<file path="config.mk">
export PLATFORM = sky130hd
export DESIGN_NAME = serial_word_tx_flat
export DESIGN_NICKNAME = d
export VERILOG_FILES = /design/src/rtl/serial_word_tx_if.sv /design/src/rtl/serial_word_tx.sv /design/src/flat_wrapper.sv
export SDC_FILE = /design/constraint.sdc
export NUM_CORES = 1
export LEC_CHECK = 0
export BUFFER_PORTS_ARGS = -buffer_cell sky130_fd_sc_hd__clkbuf_2
export CAP_MARGIN = 10
export CORE_MARGIN = 2
export CORE_UTILIZATION = 23
export DETAILED_ROUTE_END_ITERATION = 10
export SYNTH_ARGS = -nofsm -noshare
export SYNTH_HDL_FRONTEND = slang
export SYNTH_SLANG_ARGS = --single-unit
</file>
<file path="constraint.sdc">
create_clock -name clk -period 1.84 [get_ports clk]
set_input_delay 0.092 -clock clk [delete_from_list [all_inputs] [get_ports clk]]
set_output_delay 0.092 -clock clk [all_outputs]
set_load 0.05 [all_outputs]
</file>
<file path="src/rtl/serial_word_tx_if.sv">
// ============================================================================
// Module      : serial_word_tx_if
// Description : Word-in / bit-out handshake bundle for serial_word_tx.
// Revision    : 1.0 - initial release
// ============================================================================
`default_nettype none

interface serial_word_tx_if #(
  parameter int N = 32
) ();
  logic         in_valid;
  logic         in_ready;
  logic [N-1:0] din;
  logic         ser_ready;
  logic         ser_valid;
  logic         ser_out;
  logic         ser_last;

  // Transmitter view
  modport master (
    input  in_valid, din, ser_ready,
    output in_ready, ser_valid, ser_out, ser_last
  );

  // Producer/consumer view
  modport slave (
    output in_valid, din, ser_ready,
    input  in_ready, ser_valid, ser_out, ser_last
  );
endinterface

`default_nettype wire

</file>
<file path="src/rtl/serial_word_tx.sv">
// ============================================================================
// Module      : serial_word_tx
// Description : Parallel-to-serial word transmitter with valid/ready on both
//               sides and a one-cycle done pulse after the final bit.
// Revision    : 1.0 - initial release
// ============================================================================
`default_nettype none

module serial_word_tx #(
  parameter int N         = 32,
  parameter bit LSB_FIRST = 1'b0
) (
  input  wire logic           clk,
  input  wire logic           rst,
  input  wire logic           clr,
  serial_word_tx_if.master    bus,
  output logic                busy,
  output logic                done
);

  localparam int            CW         = $clog2(N);
  localparam logic [CW-1:0] c_last_idx = CW'(N - 1);

  typedef enum logic [0:0] {
    ST_IDLE  = 1'b0,
    ST_SHIFT = 1'b1
  } state_t;

  state_t         r_state;
  state_t         w_state_nxt;
  logic [N-1:0]   r_sr;
  logic [N-1:0]   w_sr_nxt;
  logic [CW-1:0]  r_cnt;
  logic [CW-1:0]  w_cnt_nxt;
  logic           r_done;
  logic           w_done_nxt;
  logic           w_last;
  logic           w_head;
  logic [N-1:0]   w_sr_shifted;

  assign w_last = (r_cnt == c_last_idx);
  assign w_head = LSB_FIRST ? r_sr[0] : r_sr[N-1];
  // Vacated end is zero-filled so an idle shifter always reads back as zero
  assign w_sr_shifted = LSB_FIRST ? {1'b0, r_sr[N-1:1]} : {r_sr[N-2:0], 1'b0};

  always_ff @(posedge clk) begin
    if (rst || clr) begin
      r_state <= ST_IDLE;
      r_sr    <= '0;
      r_cnt   <= '0;
      r_done  <= 1'b0;
    end else begin
      r_state <= w_state_nxt;
      r_sr    <= w_sr_nxt;
      r_cnt   <= w_cnt_nxt;
      r_done  <= w_done_nxt;
    end
  end

  always_comb begin
    w_state_nxt   = r_state;
    w_sr_nxt      = r_sr;
    w_cnt_nxt     = r_cnt;
    w_done_nxt    = 1'b0;
    bus.in_ready  = 1'b0;
    bus.ser_valid = 1'b0;
    bus.ser_out   = 1'b0;
    bus.ser_last  = 1'b0;
    busy          = 1'b0;

    case (r_state)
      ST_IDLE: begin
        bus.in_ready = 1'b1;
        if (bus.in_valid) begin
          w_sr_nxt    = bus.din;
          w_cnt_nxt   = '0;
          w_state_nxt = ST_SHIFT;
        end
      end

      ST_SHIFT: begin
        bus.ser_valid = 1'b1;
        bus.ser_out   = w_head;
        bus.ser_last  = w_last;
        busy          = 1'b1;
        if (bus.ser_ready) begin
          if (w_last) begin
            w_state_nxt = ST_IDLE;
            w_sr_nxt    = '0;
            w_cnt_nxt   = '0;
            w_done_nxt  = 1'b1;
          end else begin
            w_sr_nxt  = w_sr_shifted;
            w_cnt_nxt = r_cnt + 1'b1;
          end
        end
      end

      default: begin
        w_state_nxt = ST_IDLE;
      end
    endcase
  end

  assign done = r_done;

endmodule

`default_nettype wire

</file>
<file path="src/flat_wrapper.sv">
// flat-port wrapper written by rule: the top's interface ports become plain ports
module serial_word_tx_flat 
#(
  parameter int N         = 32,
  parameter bit LSB_FIRST = 1'b0
)
  (clk, rst, clr, busy, done, bus_in_valid, bus_din, bus_ser_ready, bus_in_ready, bus_ser_valid, bus_ser_out, bus_ser_last);
  serial_word_tx_if #(.N(N)) bus_i ();
  input  wire logic clk;
  input  wire logic rst;
  input  wire logic clr;
  output logic busy;
  output logic done;
  input wire logic [$bits(bus_i.in_valid)-1:0] bus_in_valid;
  input wire logic [$bits(bus_i.din)-1:0] bus_din;
  input wire logic [$bits(bus_i.ser_ready)-1:0] bus_ser_ready;
  output wire logic [$bits(bus_i.in_ready)-1:0] bus_in_ready;
  output wire logic [$bits(bus_i.ser_valid)-1:0] bus_ser_valid;
  output wire logic [$bits(bus_i.ser_out)-1:0] bus_ser_out;
  output wire logic [$bits(bus_i.ser_last)-1:0] bus_ser_last;
  assign bus_i.in_valid = bus_in_valid;
  assign bus_i.din = bus_din;
  assign bus_i.ser_ready = bus_ser_ready;
  assign bus_in_ready = bus_i.in_ready;
  assign bus_ser_valid = bus_i.ser_valid;
  assign bus_ser_out = bus_i.ser_out;
  assign bus_ser_last = bus_i.ser_last;
  serial_word_tx #(.N(N), .LSB_FIRST(LSB_FIRST)) u_core (.clk(clk), .rst(rst), .clr(clr), .bus(bus_i), .busy(busy), .done(done));
endmodule
</file>
==> results of run 1 <==
sequential cells by signal, summed over array words and instances (netlist names):
| register | flops |
|---|---|
| u_core.r_sr | 32 |
| u_core.r_cnt | 5 |
| u_core.done | 1 |
| u_core.r_state | 1 |
per-layer routing:
| metal | GRT usage, % | share of wire, % | wire length, um |
|---|---|---|---|
| met5 | 0 | 0 | 0 |
| met4 | 2.46 | 0.40 | 18 |
| met3 | 2.64 | 5.1 | 230 |
| met2 | 15.2 | 45 | 2020 |
| met1 | 14.5 | 50 | 2260 |
metrics by stage:
step / total power [mW] / setup WS (ns) / hold WS, ns
after global routing: 1.83 / 0.00297 / 0.0899
after CTS: 1.75 / 0.0222 / 0.0569
final: 1.73 / 0.0554 / 0.0652
after global placement: 1.18 / 0.207 / 0.358
after floorplan: 1.13 / 0.212 / 0.254
after detailed placement: 1.19 / 0.171 / 0.365
cell usage after synthesis:
cell,number
dfxtp_1,39
ha_1,2
mux2i_1,1
buf_2,7
and2_1,3
buf_4,6
mux2i_2,1
nand3_1,1
nor2_2,4
a32oi_1,1
a22oi_1,2
nor3_1,4
or2_1,1
mux2_4,1
nand3b_1,1
o22ai_1,31
nor3_2,27
and3_1,2
a211oi_2,1
o21ai_0,1
buf_6,5
inv_1,1
nand2_1,4
nor2b_1,33
a21oi_1,3
nor2_1,33
and3b_1,1
nand2b_4,1
repair_timing:
action / 4_1_cts / 5_1_grt
setup endpoints to repair: 1 / 1
setup buffers: 0 / 3
cloned: 0 / 0
pin swaps: 0 / 0
gates resized for setup: 3 / 1
cell families after synthesis:
group                    Yosys count
AND/OR/NAND/NOR                  115
multiplexers                       3
buffers and inverters             19
adder cells (fa/ha/maj)            2
AO/OA/AOI/OAI                     39
flip-flops                        39
final cells by class:
cell class / count / area, um2
repair buffers: 51 / 290
flip-flops and latches: 39 / 782
clock inverters: 2 / 12.5
fillers: 904 / 5920
inverters: 1 / 3.75
multi-input cells: 159 / 1050
well taps: 105 / 131
clock buffers: 6 / 72.6
worst min-delay path, cell delays in order:
cell,delay [ns]
clkbuf_2,0.08
nand3_1,0.08
a21oi_1,0.06
power by group through the flow:
stage                     Clock, mW  Combinational (mW)  Sequential [mW]
final                         0.561               0.268            0.898
after global routing          0.624               0.299            0.902
after CTS                     0.583               0.272            0.898
after detailed placement          0               0.271            0.917
after global placement            0               0.268            0.916
after floorplan                   0               0.212            0.915
worst paths after layout:
kind | start | to | slack (ns) | cells past startpoint
setup / recovery | u_core.r_cnt[0]$_SDFFE_PP0P_ | bus_ser_last | 0.06 | 6
hold / removal | bus_din[0] | u_core.r_sr[0]$_SDFFE_PP0P_ | 0.07 | 3
setup reg to reg | u_core.r_cnt[0]$_SDFFE_PP0P_ | u_core.r_sr[5]$_SDFFE_PP0P_ | 0.17 | 8
hold reg to reg | u_core.r_sr[0]$_SDFFE_PP0P_ | u_core.r_sr[0]$_SDFFE_PP0P_ | 0.46 | 2
==> flow_summary.toml, run 1 <==
[yosys]
synth-compound-area-share_pct = 12.7
synth.avg_cell_area_um2 = 9.07
synth_area_leaders = "dfxtp_1 40%, nor3_2 14%, nor2b_1 10%"
synth_adder_area_share_pct = 1.27
netlist.area_leader.share_pct = 39.7
synth_top_family_by_area = "simple AND/OR/NAND/NOR gates"
synth_fp_nets = 256
yosysTopAreaCell = "dfxtp_1"
synth-simple-area-share_pct = 37.3
synth_area_um2 = 1970
synthMuxAreaShare_pct = 1.97
synth_cell_types = 28
synth_seq_area_share_pct = 39.7
synth_xor_xnor_area_share_pct = 0
ys_warn_count = 0
synth-seq-cells = 39
syn_inst = 217

[place]
io_buffers = 42
place_inst = 352
placed_area_um2 = 2220
place.gp.congestion = 0.691
hpwl_um = 2990

[clocking]
clock_latency_ns = 0.29
cts.clk_slew.worst_paths_ns = 0.07
cts_made_buffers = 5
clk_path_buf_depth = 2
cts_tree = "built"
cts_root_buf = "clkbuf_8"
h-tree-depth = 2
ctsHoldBuffers = 0
cts_sinks = 39

[pwr]
p_seq_share_pct = 52.0
intPower_mw = 1.26
switching_share_pct = 27.2
clkPwrFrac_pct = 32.5
p_per_area_nw_per_um2 = 738
vdd.ir_drop.worst_mv = 0.322
net-switching-power_mw = 0.469
power.leakage_nw = 0.969
combPwrFrac_pct = 15.5

[sta]
grt_setup_unrepaired = "false"
setup_viol = 0
hold_viol = 0
min_period_ns = 1.78
worst_slew_pin_slew_ns = 1.07
fin_crit_sh_pct = 97.0
clock_skew_ns = 0.00721
slew_viol_final = 0
setup_tns_ns = 0
slew-limit-headroom_pct = 29.0
fmax_mhz = 560

[floorplan]
die-area_um2 = 9310
core-area_um2 = 8260
initial_utilization_pct = 23.8
io_pins = 43
rows = 33
die_w_um = 96.5
die_h_um = 96.5

[worst_setup_path]
cp_common_cell = "ha_1"
crit_type = "flop to output pin"
cp-start-kind = "flop"
required_ns = 1.75
critPathTopFamily = "adder cells"
cp_cell_sequence = "ha_1, and3_1, ha_1, buf_6, and2_1, clkbuf_8"
cp_max_fo = 8
critPathBufInv = 2
slowest_stage = "dfxtp_2"
arrival_ns = 1.69
slowest_delay_ns = 0.34
end_kind = "output pin"

[grt]
grt_pass1_wl_um = 7350
grt_max_degree = 40
antenna_found_initial = 0
grt.overflow.total = 0
grt_pass1_vias = 1472
grtUsageTotal_pct = 10.1

[final_layout]
syn2layout_area_growth_pct = 18.9
num_antenna_cells = 0
nets = 296
drive_gt1_share_pct = 36.8
layout_commonest_cell = "clkbuf_2"
final_cell_area_um2 = 2340
final_cells = 363
utilization_pct = 28.3
final_cell_mix = "41 x clkbuf_2, 38 x dfxtp_1, 33 x nor2b_1, 33 x nor2_1, 31 x o22ai_1"

[run]
drv_cap = 0

[detailed_routing]
vias = 1616
drtPass1Iterations = 4
drc = 0
drt_wl_total_um = 4520
dr.first_iter.drc_count = 61
vias_per_cell = 4.45
final_antenna_net_count = 0
route.detailed.wl_per_inst_um = 12.5

[worst_hold_path]
hold_path.class = "primary input to flop"

[outcome]
outcome = "complete, no violations"
(Power assumes the default switching activity.)
==> inputs of run 2 (changes only) <==
--- a/config.mk
+++ b/config.mk
@@ -7,9 +7,12 @@
 export LEC_CHECK = 0
 export BUFFER_PORTS_ARGS = -buffer_cell sky130_fd_sc_hd__clkbuf_2
 export CAP_MARGIN = 10
+export CELL_PAD_IN_SITES_DETAIL_PLACEMENT = 0
+export CELL_PAD_IN_SITES_GLOBAL_PLACEMENT = 1
 export CORE_MARGIN = 2
 export CORE_UTILIZATION = 23
 export DETAILED_ROUTE_END_ITERATION = 10
+export PLACE_DENSITY_LB_ADDON = 0.1
 export SYNTH_ARGS = -nofsm -noshare
 export SYNTH_HDL_FRONTEND = slang
 export SYNTH_SLANG_ARGS = --single-unit
==> flow_summary.toml, run 2 (same netlist as run 1, synthesis figures left out) <==
[worst_setup_path]
required_ns = 1.75
crit_type = "flop to output pin"
slowest_stage = "dfxtp_1"
critical_path.startpoint = "u_core.r_cnt[0]$_SDFFE_PP0P_"
arrival_ns = 1.64
rr_worst_depth = 7
end_kind = "output pin"
worstSetupPathDepth = 5
critPathTopFamily = "adder cells"
r2r-start = "u_core.r_cnt[0]$_SDFFE_PP0P_"
cp_cell_sequence = "ha_1, and3_1, ha_4, and2_1, clkbuf_4"
rr_endpoint = "u_core.r_sr[5]$_SDFFE_PP0P_"
critPathBufInv = 1
r2r_setup_slack_ns = 0.21
slowest_delay_ns = 0.37
cp_max_fo = 8
cp-start-kind = "flop"
endpoint = "bus_ser_last"

[sta]
slew_viol_final = 0
fmax_mhz = 579
fin_crit_sh_pct = 93.9
setup_tns_ns = 0
grt_setup_unrepaired = "false"
clock_skew_ns = 0.00680
holdWs_ns = 0.0558
slew-limit-headroom_pct = 72.0
setup_viol = 0
min_period_ns = 1.73
hold_viol = 0
worst_slew_pin_slew_ns = 0.420
finalWorstSetupSlack_ns = 0.112

[floorplan]
initial_utilization_pct = 23.8
die-area_um2 = 9310
die_w_um = 96.5
io_pins = 43
core-area_um2 = 8260
die_h_um = 96.5
rows = 33

[grt]
grt.overflow.total = 0
grt_max_degree = 33
grt_pass1_vias = 1542
grtUsageTotal_pct = 11.4
antenna_found_initial = 0
grt_pass1_wl_um = 7980

[worst_hold_path]
min_from = "bus_din[0]"
hold_path.class = "primary input to flop"

[detailed_routing]
vias = 1576
dr.first_iter.drc_count = 43
vias_per_cell = 4.38
route.detailed.wl_per_inst_um = 13.9
final_antenna_net_count = 0
drtPass1Iterations = 4
drc = 0
drt_wl_total_um = 5010

[place]
placed_area_um2 = 2240
place_ws_ns = 0.107
io_buffers = 42
hpwl_um = 3120
place.gp.congestion = 0.642

[final_layout]
final_cell_area_um2 = 2340
final_cell_mix = "41 x clkbuf_2, 39 x dfxtp_1, 33 x nor2b_1, 33 x nor2_1, 31 x o22ai_1"
largest_reg_flops = 32
drive_gt1_share_pct = 36.1
utilization_pct = 28.4
layout_commonest_cell = "clkbuf_2"
nets = 293
top_regs = "u_core.r_sr (32), u_core.r_cnt (5)"
num_antenna_cells = 0
syn2layout_area_growth_pct = 19.1
top_register = "u_core.r_sr"

[clocking]
cts_root_buf = "clkbuf_8"
cts_made_buffers = 5
clock_latency_ns = 0.29
post_cts_buffers = 0
clk_path_buf_depth = 2
cts_sinks = 39
cts.clk_slew.worst_paths_ns = 0.07
ctsHoldBuffers = 0
cts_tree = "built"
h-tree-depth = 2

[outcome]
outcome = "complete, no violations"

[pwr]
switching_share_pct = 27.9
vdd.ir_drop.worst_mv = 0.297
power.leakage_nw = 0.955
intPower_mw = 1.26
combPwrFrac_pct = 15.9
p_per_area_nw_per_um2 = 746
clkPwrFrac_pct = 32.9
net-switching-power_mw = 0.488
p_seq_share_pct = 51.2

[run]
drv_cap = 0
-- run 2: cell count changes in the layout (fill, tap and decap cells not counted), sizes merged --
cell / delta
buf: -3
-- run 2: metal layers --
metal | global-route usage, % | part of all wire (%) | vias up
met1 | 16.5 | 51 | 709
met5 | 0 | 0 | -
li1 | - | - | 826
met3 | 2.87 | 5.1 | 5
met4 | 3.52 | 1.1 | 0
met2 | 16.7 | 43 | 36
-- run 2: power groups by stage --
stage	clock network, mW	logic, mW	registers [mW]
3_3_place_gp	0	0.285	0.916
5_1_grt	0.653	0.310	0.901
3_5_place_dp	0	0.282	0.916
2_1_floorplan	0	0.212	0.915
6_report	0.575	0.278	0.896
4_1_cts	0.615	0.283	0.896
-- run 2: metrics by stage --
step                std cells  power, mW
global placement          352       1.20
global route              360       1.86
finish                    360       1.75
floorplan                 217       1.13
CTS                       360       1.79
detailed placement        352       1.20
-- run 2: cell type report --
class | count | area, um2
fill | 918 | 5910
multi-input combinational | 159 | 1060
sequential | 39 | 781
timing repair buffer | 48 | 283
tap | 105 | 131
clock buffer | 6 | 72.6
clock inverter | 2 | 12.5
inverter | 1 | 3.75
-- run 2: worst min-delay path: stages --
cell and delay, ns:
clkbuf_2 0.08, nand3_1 0.07, a21oi_1 0.05
-- run 2: worst min-delay path by stage --
stage                                              to  slack, ns  cells past startpoint
after global placement    u_core.r_sr[0]$_SDFFE_PP0P_       0.36                      3
after floorplan           u_core.r_sr[0]$_SDFFE_PP0P_       0.25                      2
after CTS                 u_core.r_sr[0]$_SDFFE_PP0P_       0.05                      3
final                     u_core.r_sr[0]$_SDFFE_PP0P_       0.06                      3
after global routing      u_core.r_sr[0]$_SDFFE_PP0P_       0.06                      3
after detailed placement  u_core.r_sr[0]$_SDFFE_PP0P_       0.36                      3
-- run 2: what timing repair did --
action	CTS	global route
gates cloned	0	0
endpoints found under the setup margin	1	1
resized for setup	2	1
==> inputs of run 3 (changes only) <==
--- a/config.mk
+++ b/config.mk
@@ -9,7 +9,6 @@
 export CAP_MARGIN = 10
 export CELL_PAD_IN_SITES_DETAIL_PLACEMENT = 0
 export CELL_PAD_IN_SITES_GLOBAL_PLACEMENT = 1
-export CORE_MARGIN = 2
 export CORE_UTILIZATION = 23
 export DETAILED_ROUTE_END_ITERATION = 10
 export PLACE_DENSITY_LB_ADDON = 0.1
==> flow_summary.toml, run 3 (same netlist as run 1, synthesis figures left out) <==
[clocking]
h-tree-depth = 2
clk_path_buf_depth = 2
cts_made_buffers = 5
cts_root_buf = "clkbuf_8"
cts_tree = "built"
cts_sinks = 39
clock_latency_ns = 0.28
cts.clk_slew.worst_paths_ns = 0.07
post_cts_buffers = 0

[sta]
hold_viol = 0
slew_viol_final = 0
slew-limit-headroom_pct = 69.6
grt_setup_unrepaired = "false"
clock_skew_ns = 0.00569
fin_crit_sh_pct = 95.2
worst_slew_pin_slew_ns = 0.456
finalWorstSetupSlack_ns = 0.0885
holdWs_ns = 0.0620
setup_viol = 0
setup_tns_ns = 0
min_period_ns = 1.75
fmax_mhz = 571

[detailed_routing]
vias = 1596
dr.first_iter.drc_count = 33
vias_per_cell = 4.43
drt_wl_total_um = 5040
drc = 0
route.detailed.wl_per_inst_um = 14.0
final_antenna_net_count = 0
drtPass1Iterations = 4

[final_layout]
layout_commonest_cell = "clkbuf_2"
syn2layout_area_growth_pct = 20.2
final_cells = 360
final_cell_mix = "41 x clkbuf_2, 38 x dfxtp_1, 33 x nor2b_1, 33 x nor2_1, 31 x o22ai_1"
num_antenna_cells = 0
largest_reg_flops = 32
nets = 293
top_regs = "u_core.r_sr (32), u_core.r_cnt (5)"
drive_gt1_share_pct = 36.5
top_register = "u_core.r_sr"

[grt]
grt_pass1_vias = 1654
grtUsageTotal_pct = 12.1
grt.overflow.total = 0
antenna_found_initial = 0
grt_max_degree = 32
grt_pass1_wl_um = 8260

[floorplan]
core-area_um2 = 8260
rows = 33
initial_utilization_pct = 23.8
die-area_um2 = 8930
die_w_um = 94.5
io_pins = 43
die_h_um = 94.5

[pwr]
vdd.ir_drop.worst_mv = 0.266
p_per_area_nw_per_um2 = 739
finalPower_mw = 1.75
power.leakage_nw = 0.962

[outcome]
outcome = "complete, no violations"

[place]
place_inst = 352
place_ws_ns = 0.245
place.gp.congestion = 0.620
hpwl_um = 3070
io_buffers = 42

[worst_hold_path]
hold_path.class = "primary input to flop"

[worst_setup_path]
cp_max_fo = 8
arrival_ns = 1.66
required_ns = 1.75
end_kind = "output pin"
crit_type = "flop to output pin"
cp-start-kind = "flop"

[run]
drv_cap = 0
-- run 3: area by class of cell --
class / count / area [um2]
Clock inverter: 1 / 5.00
Timing Repair Buffer: 48 / 302
Sequential cell: 39 / 782
Inverter: 1 / 3.75
Fill cell: 913 / 5890
Tap cell: 105 / 131
Multi-Input combinational cell: 159 / 1060
Clock buffer: 7 / 76.3
-- run 3: power by group --
part	switching [mW]	internal, mW
clock network	0.301	0.267
logic	0.162	0.119
registers	0.0183	0.879
total	0.482	1.26
-- run 3: repair_timing --
item	in CTS	in global routing
resized for setup	3	3
hold buffers	0	0
endpoints found under the setup margin	1	1
hold endpoints to repair	0	0
-- run 3: worst max-delay path, stage by stage, from the launching register on --
cell and delay, ns:
dfxtp_2 0.33, ha_1 0.21, and3_4 0.19, ha_4 0.17, buf_4 0.16, and2_1 0.14, clkbuf_8 0.17
-- run 3: routing by layer --
layer / up-vias / global-route usage, % / part of all wire, %
li1: 829 / - / -
met1: 727 / 15.6 / 50
met2: 38 / 20.4 / 45
met3: 2 / 3.14 / 4.5
met4: 0 / 2.27 / 0.36
met5: - / 0 / 0
-- run 3: worst paths after layout --
path                                  endpoint  slack (ns)  depth (start not counted)                          from
setup / recovery                  bus_ser_last        0.09                          6  u_core.r_cnt[0]$_SDFFE_PP0P_
hold / removal     u_core.r_sr[0]$_SDFFE_PP0P_        0.06                          3                    bus_din[0]
setup reg to reg  u_core.r_sr[28]$_SDFFE_PP0P_        0.31                          7  u_core.r_cnt[0]$_SDFFE_PP0P_
hold reg to reg    u_core.r_sr[0]$_SDFFE_PP0P_        0.47                          2   u_core.r_sr[0]$_SDFFE_PP0P_
-- run 3: per-stage QoR --
step                cell area (um2)  util, %
finish                         2360     28.6
global route                   2360     28.6
CTS                            2350     28.4
detailed placement             2260     27.3
global placement               2260     27.3
floorplan                      1970        -
